[src/rtl/gyro_sample_sequencer.sv]
// Transaction sequencer for the PmodGYRO (L3G4200D): one CTRL_REG1 write, then X/Y/Z burst reads per tick.
// Define GYRO_ID_CHECK_EN to read and verify WHO_AM_I before configuration.
module gyro_sample_sequencer #(
  parameter int unsigned SAMPLE_DIV = 100000,
  parameter int unsigned GAP_CYCLES = 16,
  parameter logic [7:0]  CTRL1_VAL  = 8'h0F
) (
  input  logic        CLK,
  input  logic        RST,
  input  logic        START,
  output logic        XFER_BEGIN,
  input  logic        XFER_END,
  output logic [7:0]  TX_BYTE,
  input  logic [7:0]  RX_BYTE,
  output logic        SS,
  output logic [15:0] X,
  output logic [15:0] Y,
  output logic [15:0] Z,
  output logic        SAMPLE_VALID,
  output logic        BUSY,
  output logic        OVERRUN,
  output logic        ERR
);

  localparam int unsigned TW = $clog2(SAMPLE_DIV);
  localparam int unsigned GW = $clog2(GAP_CYCLES + 1);

`ifdef GYRO_ID_CHECK_EN
  typedef enum logic [2:0] {IDLE, ID_XFER, CFG_XFER, GAP, WAIT_TICK, RD_XFER, HALT} state_t;
  localparam state_t FIRST_XFER = ID_XFER;
`else
  typedef enum logic [2:0] {IDLE, CFG_XFER, GAP, WAIT_TICK, RD_XFER} state_t;
  localparam state_t FIRST_XFER = CFG_XFER;
`endif

  state_t          state_q, state_d;
  logic            ss_q, ss_d;
  logic            begin_q, begin_d;
  logic [7:0]      tx_q, tx_d;
  logic [15:0]     x_q, x_d, y_q, y_d, z_q, z_d;
  logic            valid_q, valid_d;
  logic            overrun_q, overrun_d;
  logic            cfg_q, cfg_d;
  logic [TW-1:0]   timer_q, timer_d;
  logic            pending_q, pending_d;
  logic [GW-1:0]   gap_cnt_q, gap_cnt_d;
  logic [2:0]      idx_q, idx_d;
  logic            byte_busy_q, byte_busy_d;
  logic [7:0]      b1_q, b1_d, b2_q, b2_d, b3_q, b3_d, b4_q, b4_d, b5_q, b5_d;
  logic            consume;
  logic            pend_next;
`ifdef GYRO_ID_CHECK_EN
  logic            err_q, err_d;
  logic            id_ok_q, id_ok_d;
  state_t          gap_src_q, gap_src_d;
`endif

  function automatic logic [7:0] byte_for(input state_t s, input logic [2:0] i);
    case (s)
`ifdef GYRO_ID_CHECK_EN
      ID_XFER:  return (i == 3'd0) ? 8'h8F : 8'h00;
`endif
      CFG_XFER: return (i == 3'd0) ? 8'h20 : CTRL1_VAL;
      RD_XFER:  return (i == 3'd0) ? 8'hE8 : 8'h00;
      default:  return 8'h00;
    endcase
  endfunction

  function automatic logic [2:0] last_idx(input state_t s);
    return (s == RD_XFER) ? 3'd6 : 3'd1;
  endfunction

  always_comb begin
    state_d     = state_q;
    ss_d        = ss_q;
    begin_d     = 1'b0;
    tx_d        = tx_q;
    x_d         = x_q;
    y_d         = y_q;
    z_d         = z_q;
    valid_d     = 1'b0;
    overrun_d   = overrun_q;
    cfg_d       = cfg_q;
    timer_d     = timer_q;
    gap_cnt_d   = gap_cnt_q;
    idx_d       = idx_q;
    byte_busy_d = byte_busy_q;
    b1_d        = b1_q;
    b2_d        = b2_q;
    b3_d        = b3_q;
    b4_d        = b4_q;
    b5_d        = b5_q;
    consume     = 1'b0;
    pend_next   = 1'b0;
`ifdef GYRO_ID_CHECK_EN
    err_d       = err_q;
    id_ok_d     = id_ok_q;
    gap_src_d   = gap_src_q;
`endif

    case (state_q)
      IDLE: begin
        if (START) begin
          if (cfg_q) begin
            state_d = WAIT_TICK;
          end else begin
            state_d     = FIRST_XFER;
            ss_d        = 1'b0;
            idx_d       = '0;
            byte_busy_d = 1'b0;
          end
        end
      end

`ifdef GYRO_ID_CHECK_EN
      ID_XFER,
`endif
      CFG_XFER, RD_XFER: begin
        if (!byte_busy_q) begin
          begin_d     = 1'b1;
          tx_d        = byte_for(state_q, idx_q);
          byte_busy_d = 1'b1;
        end else if (XFER_END) begin
          if (state_q == RD_XFER) begin
            case (idx_q)
              3'd1:    b1_d = RX_BYTE;
              3'd2:    b2_d = RX_BYTE;
              3'd3:    b3_d = RX_BYTE;
              3'd4:    b4_d = RX_BYTE;
              3'd5:    b5_d = RX_BYTE;
              default: ;
            endcase
          end
`ifdef GYRO_ID_CHECK_EN
          if (state_q == ID_XFER && idx_q == 3'd1) id_ok_d = (RX_BYTE == 8'hD3);
`endif
          if (idx_q == last_idx(state_q)) begin
            ss_d        = 1'b1;
            byte_busy_d = 1'b0;
            state_d     = GAP;
            gap_cnt_d   = '0;
`ifdef GYRO_ID_CHECK_EN
            gap_src_d   = state_q;
`endif
            if (state_q == CFG_XFER) cfg_d = 1'b1;
            // Last byte arrives live, so all three words publish on the same edge as SS rising.
            if (state_q == RD_XFER) begin
              x_d     = {b2_q, b1_q};
              y_d     = {b4_q, b3_q};
              z_d     = {RX_BYTE, b5_q};
              valid_d = 1'b1;
            end
          end else begin
            idx_d   = idx_q + 3'd1;
            begin_d = 1'b1;
            tx_d    = byte_for(state_q, idx_q + 3'd1);
          end
        end
      end

      GAP: begin
        if (gap_cnt_q == GW'(GAP_CYCLES - 1)) begin
`ifdef GYRO_ID_CHECK_EN
          if (gap_src_q == ID_XFER && !id_ok_q) begin
            err_d   = 1'b1;
            state_d = HALT;
          end else if (!START) begin
            state_d = IDLE;
          end else if (gap_src_q == ID_XFER) begin
            state_d     = CFG_XFER;
            ss_d        = 1'b0;
            idx_d       = '0;
            byte_busy_d = 1'b0;
          end else begin
            state_d = WAIT_TICK;
          end
`else
          state_d = START ? WAIT_TICK : IDLE;
`endif
        end else begin
          gap_cnt_d = gap_cnt_q + GW'(1);
        end
      end

      WAIT_TICK: begin
        if (!START) begin
          state_d = IDLE;
        end else if (pending_q) begin
          consume     = 1'b1;
          state_d     = RD_XFER;
          ss_d        = 1'b0;
          idx_d       = '0;
          byte_busy_d = 1'b0;
        end
      end

      default: ;
    endcase

    // A tick consumed in the same cycle as a wrap leaves the new tick pending.
    pend_next = pending_q & ~consume;
    if (state_q == IDLE) pend_next = 1'b0;
    if (!START || !cfg_q || state_q == IDLE) begin
      timer_d = '0;
    end else if (timer_q == TW'(SAMPLE_DIV - 1)) begin
      timer_d = '0;
      if (pend_next) overrun_d = 1'b1;
      else           pend_next = 1'b1;
    end else begin
      timer_d = timer_q + TW'(1);
    end
    pending_d = pend_next;
  end

  always_ff @(posedge CLK) begin
    if (RST) begin
      state_q     <= IDLE;
      ss_q        <= 1'b1;
      begin_q     <= 1'b0;
      tx_q        <= '0;
      x_q         <= '0;
      y_q         <= '0;
      z_q         <= '0;
      valid_q     <= 1'b0;
      overrun_q   <= 1'b0;
      cfg_q       <= 1'b0;
      timer_q     <= '0;
      pending_q   <= 1'b0;
      gap_cnt_q   <= '0;
      idx_q       <= '0;
      byte_busy_q <= 1'b0;
      b1_q        <= '0;
      b2_q        <= '0;
      b3_q        <= '0;
      b4_q        <= '0;
      b5_q        <= '0;
`ifdef GYRO_ID_CHECK_EN
      err_q       <= 1'b0;
      id_ok_q     <= 1'b0;
      gap_src_q   <= IDLE;
`endif
    end else begin
      state_q     <= state_d;
      ss_q        <= ss_d;
      begin_q     <= begin_d;
      tx_q        <= tx_d;
      x_q         <= x_d;
      y_q         <= y_d;
      z_q         <= z_d;
      valid_q     <= valid_d;
      overrun_q   <= overrun_d;
      cfg_q       <= cfg_d;
      timer_q     <= timer_d;
      pending_q   <= pending_d;
      gap_cnt_q   <= gap_cnt_d;
      idx_q       <= idx_d;
      byte_busy_q <= byte_busy_d;
      b1_q        <= b1_d;
      b2_q        <= b2_d;
      b3_q        <= b3_d;
      b4_q        <= b4_d;
      b5_q        <= b5_d;
`ifdef GYRO_ID_CHECK_EN
      err_q       <= err_d;
      id_ok_q     <= id_ok_d;
      gap_src_q   <= gap_src_d;
`endif
    end
  end

  assign SS           = ss_q;
  assign XFER_BEGIN   = begin_q;
  assign TX_BYTE      = tx_q;
  assign X            = x_q;
  assign Y            = y_q;
  assign Z            = z_q;
  assign SAMPLE_VALID = valid_q;
  assign OVERRUN      = overrun_q;
  assign BUSY         = ~ss_q | (state_q == GAP);
`ifdef GYRO_ID_CHECK_EN
  assign ERR          = err_q;
`else
  assign ERR          = 1'b0;
`endif

endmodule

[config.mk]
export PLATFORM = sky130hd
export DESIGN_NAME = gyro_sample_sequencer
export DESIGN_NICKNAME = d
export VERILOG_FILES = /design/src/rtl/gyro_sample_sequencer.sv
export SDC_FILE = /design/constraint.sdc
export NUM_CORES = 1
export LEC_CHECK = 0
export CAP_MARGIN = 25
export CELL_PAD_IN_SITES_DETAIL_PLACEMENT = 2
export CELL_PAD_IN_SITES_GLOBAL_PLACEMENT = 2
export CORE_MARGIN = 4
export CORE_UTILIZATION = 30
export DETAILED_ROUTE_END_ITERATION = 6
export PLACE_DENSITY_LB_ADDON = 0.1
export SETUP_SLACK_MARGIN = 0.02
export SLEW_MARGIN = 20
export SYNTH_ARGS = -nofsm -noshare
export SYNTH_HDL_FRONTEND = slang
export SYNTH_SLANG_ARGS = --single-unit
export TNS_END_PERCENT = 50
[constraint.sdc]
create_clock -name CLK -period 1.97 [get_ports CLK]
set_clock_uncertainty 0.15 [all_clocks]
set_input_delay 0.394 -clock CLK [delete_from_list [all_inputs] [get_ports CLK]]
set_output_delay 0.394 -clock CLK [all_outputs]
set_load 0.005 [all_outputs]
==> reports/qor.log <==
[run_status] status completed
[synth] EDFF count, synth 0
[cells_and_area] commonest non-fill, non-tap cells in the layout 120 x sky130_fd_sc_hd__dfxtp_1, 113 x sky130_fd_sc_hd__nand2_1, 69 x sky130_fd_sc_hd__clkdlybuf4s50_1
[critical_path] critical path data arrival time 1.39 ns
[critical_path] worst r2r src state_q[1]
[synth] number of different library cells in the post-synthesis netlist 52
[placed_design] dpl hpwl 10.9 mm
[min_path] Worst Hold Path EP state_q[2]
[die] Initial Utilization 30.9%
[route] WL per Instance 17.5 µm
[cts] CTS clk-pin slew, worst paths 0.06 ns
[synth] sequential element share of the synthesized area 49.3%
[synth] share of flip-flops with an asynchronous set or reset after synthesis 0%
[critical_path] delay-heaviest family, CP flip-flops
[synth] ranking of synthesized cells by area sky130_fd_sc_hd__dfxtp_1 49%, sky130_fd_sc_hd__mux2i_1 8.7%, sky130_fd_sc_hd__nand2_1 8.3%
[timing] Final Hold Violating Endpoints 0
[route] number of detailed-route iterations in the first pass 4
[global_route] global-route wire length before repair 26.1 mm
[synth] leading area contributor after synthesis sky130_fd_sc_hd__dfxtp_1
[min_path] worst hold path cell count 2
[route] count of antenna-violating nets left after detailed routing 0
[cts] maximum buffer depth of the clock tree 2
[cts] # H-tree levels 4
[power_and_ir_drop] Leak 0.00260 µW
[critical_path] r2r worst-path depth 5
[route] detailed-route vias per instance 4.91
[timing] measured slew at the worst slew-check pin 0.508 ns
[timing] final-report max-slew violation count 0
[cells_and_area] commonest non-fill, non-tap cell in the layout sky130_fd_sc_hd__dfxtp_1
[route] number of violations reported at the end of detailed-routing iteration 0 122
[cells_and_area] layout overhead on the synthesized area 37.8%
[synth] flip-flop cell with the highest count after synthesis sky130_fd_sc_hd__dfxtp_1
[timing] unrepaired setup endpoints after global routing true
[cts] clock tree from TritonCTS built
[min_path] startpoint of the worst hold path RST
[cells_and_area] antenna diode count 0
[job] maxcap violations 0
[critical_path] Setup CP Type reg2out
[route] sum of routed wire length over all layers 16.0 mm
[cts] number of buffers created by CTS 17
[die] IO Pins 74
[cts] clk_lat worst skew 0.42 ns
[critical_path] reg-to-reg critical path endpoint TX_BYTE[5]
[critical_path] setup slack of the worst register-to-register path 0.04 ns
[power_and_ir_drop] post-layout power 6170 µW
[synth] flip-flop and latch count after synthesis 127
[critical_path] element type at the critical path start flop
[synth] synthesized cell area 5160 µm²
[global_route] largest net degree at the start of global routing 59
[die] vertical extent of the die 139 µm
[placed_design] RePlAce Congestion 0.758
[critical_path] worst endpoint required time 1.43 ns
[synth] average size of a mapped cell 8.88 µm²
[cts] Clk Tree Root Cell sky130_fd_sc_hd__clkbuf_16
[synth] Yosys warning count 0
[global_route] via count of the first global-routing pass 4899
[synth] Cells after Synth 581
[power_and_ir_drop] worst voltage drop across the vdd grid 589 µV
[cts] number of clock sinks seen by CTS 127
[critical_path] master of the slowest instance on the critical path sky130_fd_sc_hd__dfxtp_4
[route] total vias in the final route 4484
[die] die footprint 19400 µm²
[timing] crit share post-route 98.3%
[cells_and_area] core occupancy in the finished layout 42.6%
[critical_path] chain of cells forming the critical path buf_6, nor2_4, nand2_2, nand2_1, dlygate4sd2_1
[cts] number of hold-repair buffers added at the cts stage 0
[timing] final worst hold slack 0.115 ns
[timing] setup-violating endpoint count in the final report 0
[timing] Peak Freq 0.517 GHz
[global_route] met2 usage 29.2%
[critical_path] Slowest Stage Delay on Critical Path 0.37 ns
[die] area of the placeable core 16700 µm²
[critical_path] crit-path max FO 5
[die] die width 139 µm
[global_route] global routing usage on met1 20.0%
[critical_path] CP Buf/Inv Count 2
[global_route] GR met3 Demand/Resource 4.07%
[die] Cell Rows 47
[synth] area share of the leading cell type in the synthesized netlist 49.3%
[global_route] Global Route Usage Sum 16.6%
[critical_path] crit end category output pin
[min_path] class of the tightest hold or removal check in2reg
[cells_and_area] fraction of layout instances using a drive strength above 1 16.6%
[global_route] layer carrying the most global-route usage met2
[timing] shortest period the worst path allows 1.94 ns
[global_route] leftover overflow at the end of global routing 0
[cells_and_area] Total Nets Final 702
[route] number of DRC violations after detailed routing 0
[global_route] initial antenna violation count 0
[timing] worst max-slew margin expressed relative to the limit 66.1%
[placed_design] number of I/O port buffers 71
[power_and_ir_drop] ratio of total power to cell area 868 nW/µm²
## state kept, by name (all words and copies together) (netlist names), 3 cells and up
name       cells
timer_q       17
X             16
Y             16
Z             16
b1_q           8
b2_q           8
b3_q           8
b4_q           8
b5_q           8
gap_cnt_q      5
TX_BYTE        4
idx_q          3
state_q        3
## metal layers
metal	share of wire (%)	up-vias
met4	1.5	0
met5	0	-
met3	3.0	20
li1	-	2175
met2	50	73
met1	45	2216
## final cells by class
| cell class | instances | area (µm²) |
|---|---|---|
| clock buffer | 21 | 470 |
| clock inverter | 10 | 111 |
| fill | 1815 | 9590 |
| inverter | 8 | 30.0 |
| multi-input combinational | 406 | 2480 |
| sequential | 127 | 2560 |
| tap | 220 | 275 |
| timing repair buffer | 121 | 1180 |
## synth_stat cells, types with 2 or more instances
library cell / n
sky130_fd_sc_hd__a21oi_1: 60
sky130_fd_sc_hd__a311oi_1: 2
sky130_fd_sc_hd__a31oi_1: 2
sky130_fd_sc_hd__a32o_1: 2
sky130_fd_sc_hd__a41oi_1: 3
sky130_fd_sc_hd__and3_1: 3
sky130_fd_sc_hd__and4_1: 7
sky130_fd_sc_hd__buf_2: 10
sky130_fd_sc_hd__buf_4: 6
sky130_fd_sc_hd__buf_6: 3
sky130_fd_sc_hd__clkbuf_1: 22
sky130_fd_sc_hd__dfxtp_1: 127
sky130_fd_sc_hd__ha_1: 9
sky130_fd_sc_hd__inv_1: 8
sky130_fd_sc_hd__mux2_2: 2
sky130_fd_sc_hd__mux2i_1: 45
sky130_fd_sc_hd__nand2_1: 114
sky130_fd_sc_hd__nand2b_1: 2
sky130_fd_sc_hd__nand3_1: 10
sky130_fd_sc_hd__nand4_1: 8
sky130_fd_sc_hd__nor2_1: 67
sky130_fd_sc_hd__nor2b_1: 5
sky130_fd_sc_hd__nor3_1: 3
sky130_fd_sc_hd__nor4b_1: 3
sky130_fd_sc_hd__nor4bb_1: 2
sky130_fd_sc_hd__o21ai_0: 9
sky130_fd_sc_hd__o311ai_0: 4
sky130_fd_sc_hd__or3_1: 6
sky130_fd_sc_hd__xnor2_1: 6
sky130_fd_sc_hd__xor2_1: 9
## what timing repair did
item,in CTS,in global routing
gates resized for setup,18,22
hold endpoints to repair,0,0
endpoints found under the setup margin,13,33
pin swaps,5,2
gates cloned,0,0
setup buffers,5,1
## cell families after synthesis
family / share of synthesized area, %
compound gates: 10.5
xor+xnor: 2.55
fa+ha+maj: 2.18
buf+inv: 4.68
flops: 49.3
mux: 9.17
other cells: 0.0727
simple gates: 21.6
## report_power, final
| group | leakage (µW) | total (µW) | internal (µW) | switching (µW) |
|---|---|---|---|---|
| Clock | 0.000281 | 3130 | 1950 | 1180 |
| Combinational | 0.00129 | 422 | 189 | 233 |
| Sequential | 0.00103 | 2620 | 2590 | 29.6 |
## how the worst max path moves through the flow
stage,from,endpoint,slack [ns],cells past startpoint
finish,state_q[0],BUSY,0.03,5
global route,state_q[0],BUSY,-0.05,5
CTS,state_q[0],BUSY,-0.01,5
detailed placement,XFER_END,gap_cnt_q[4],-0.34,5
global placement,XFER_END,gap_cnt_q[4],-0.27,5
floorplan,timer_q[0],timer_q[13],0.02,8
## metrics by stage
stage	std cells	setup TNS, ns	area [µm²]	setup slack [ns]
global route	913	-0.0887	7110	-0.0488
global placement	877	-13.98	6380	-0.270
finish	913	0	7110	0.0342
CTS	912	-0.0118	7050	-0.0118
detailed placement	877	-19.02	6380	-0.340
floorplan	582	0	5190	0.0171
(Power assumes the default switching activity.)
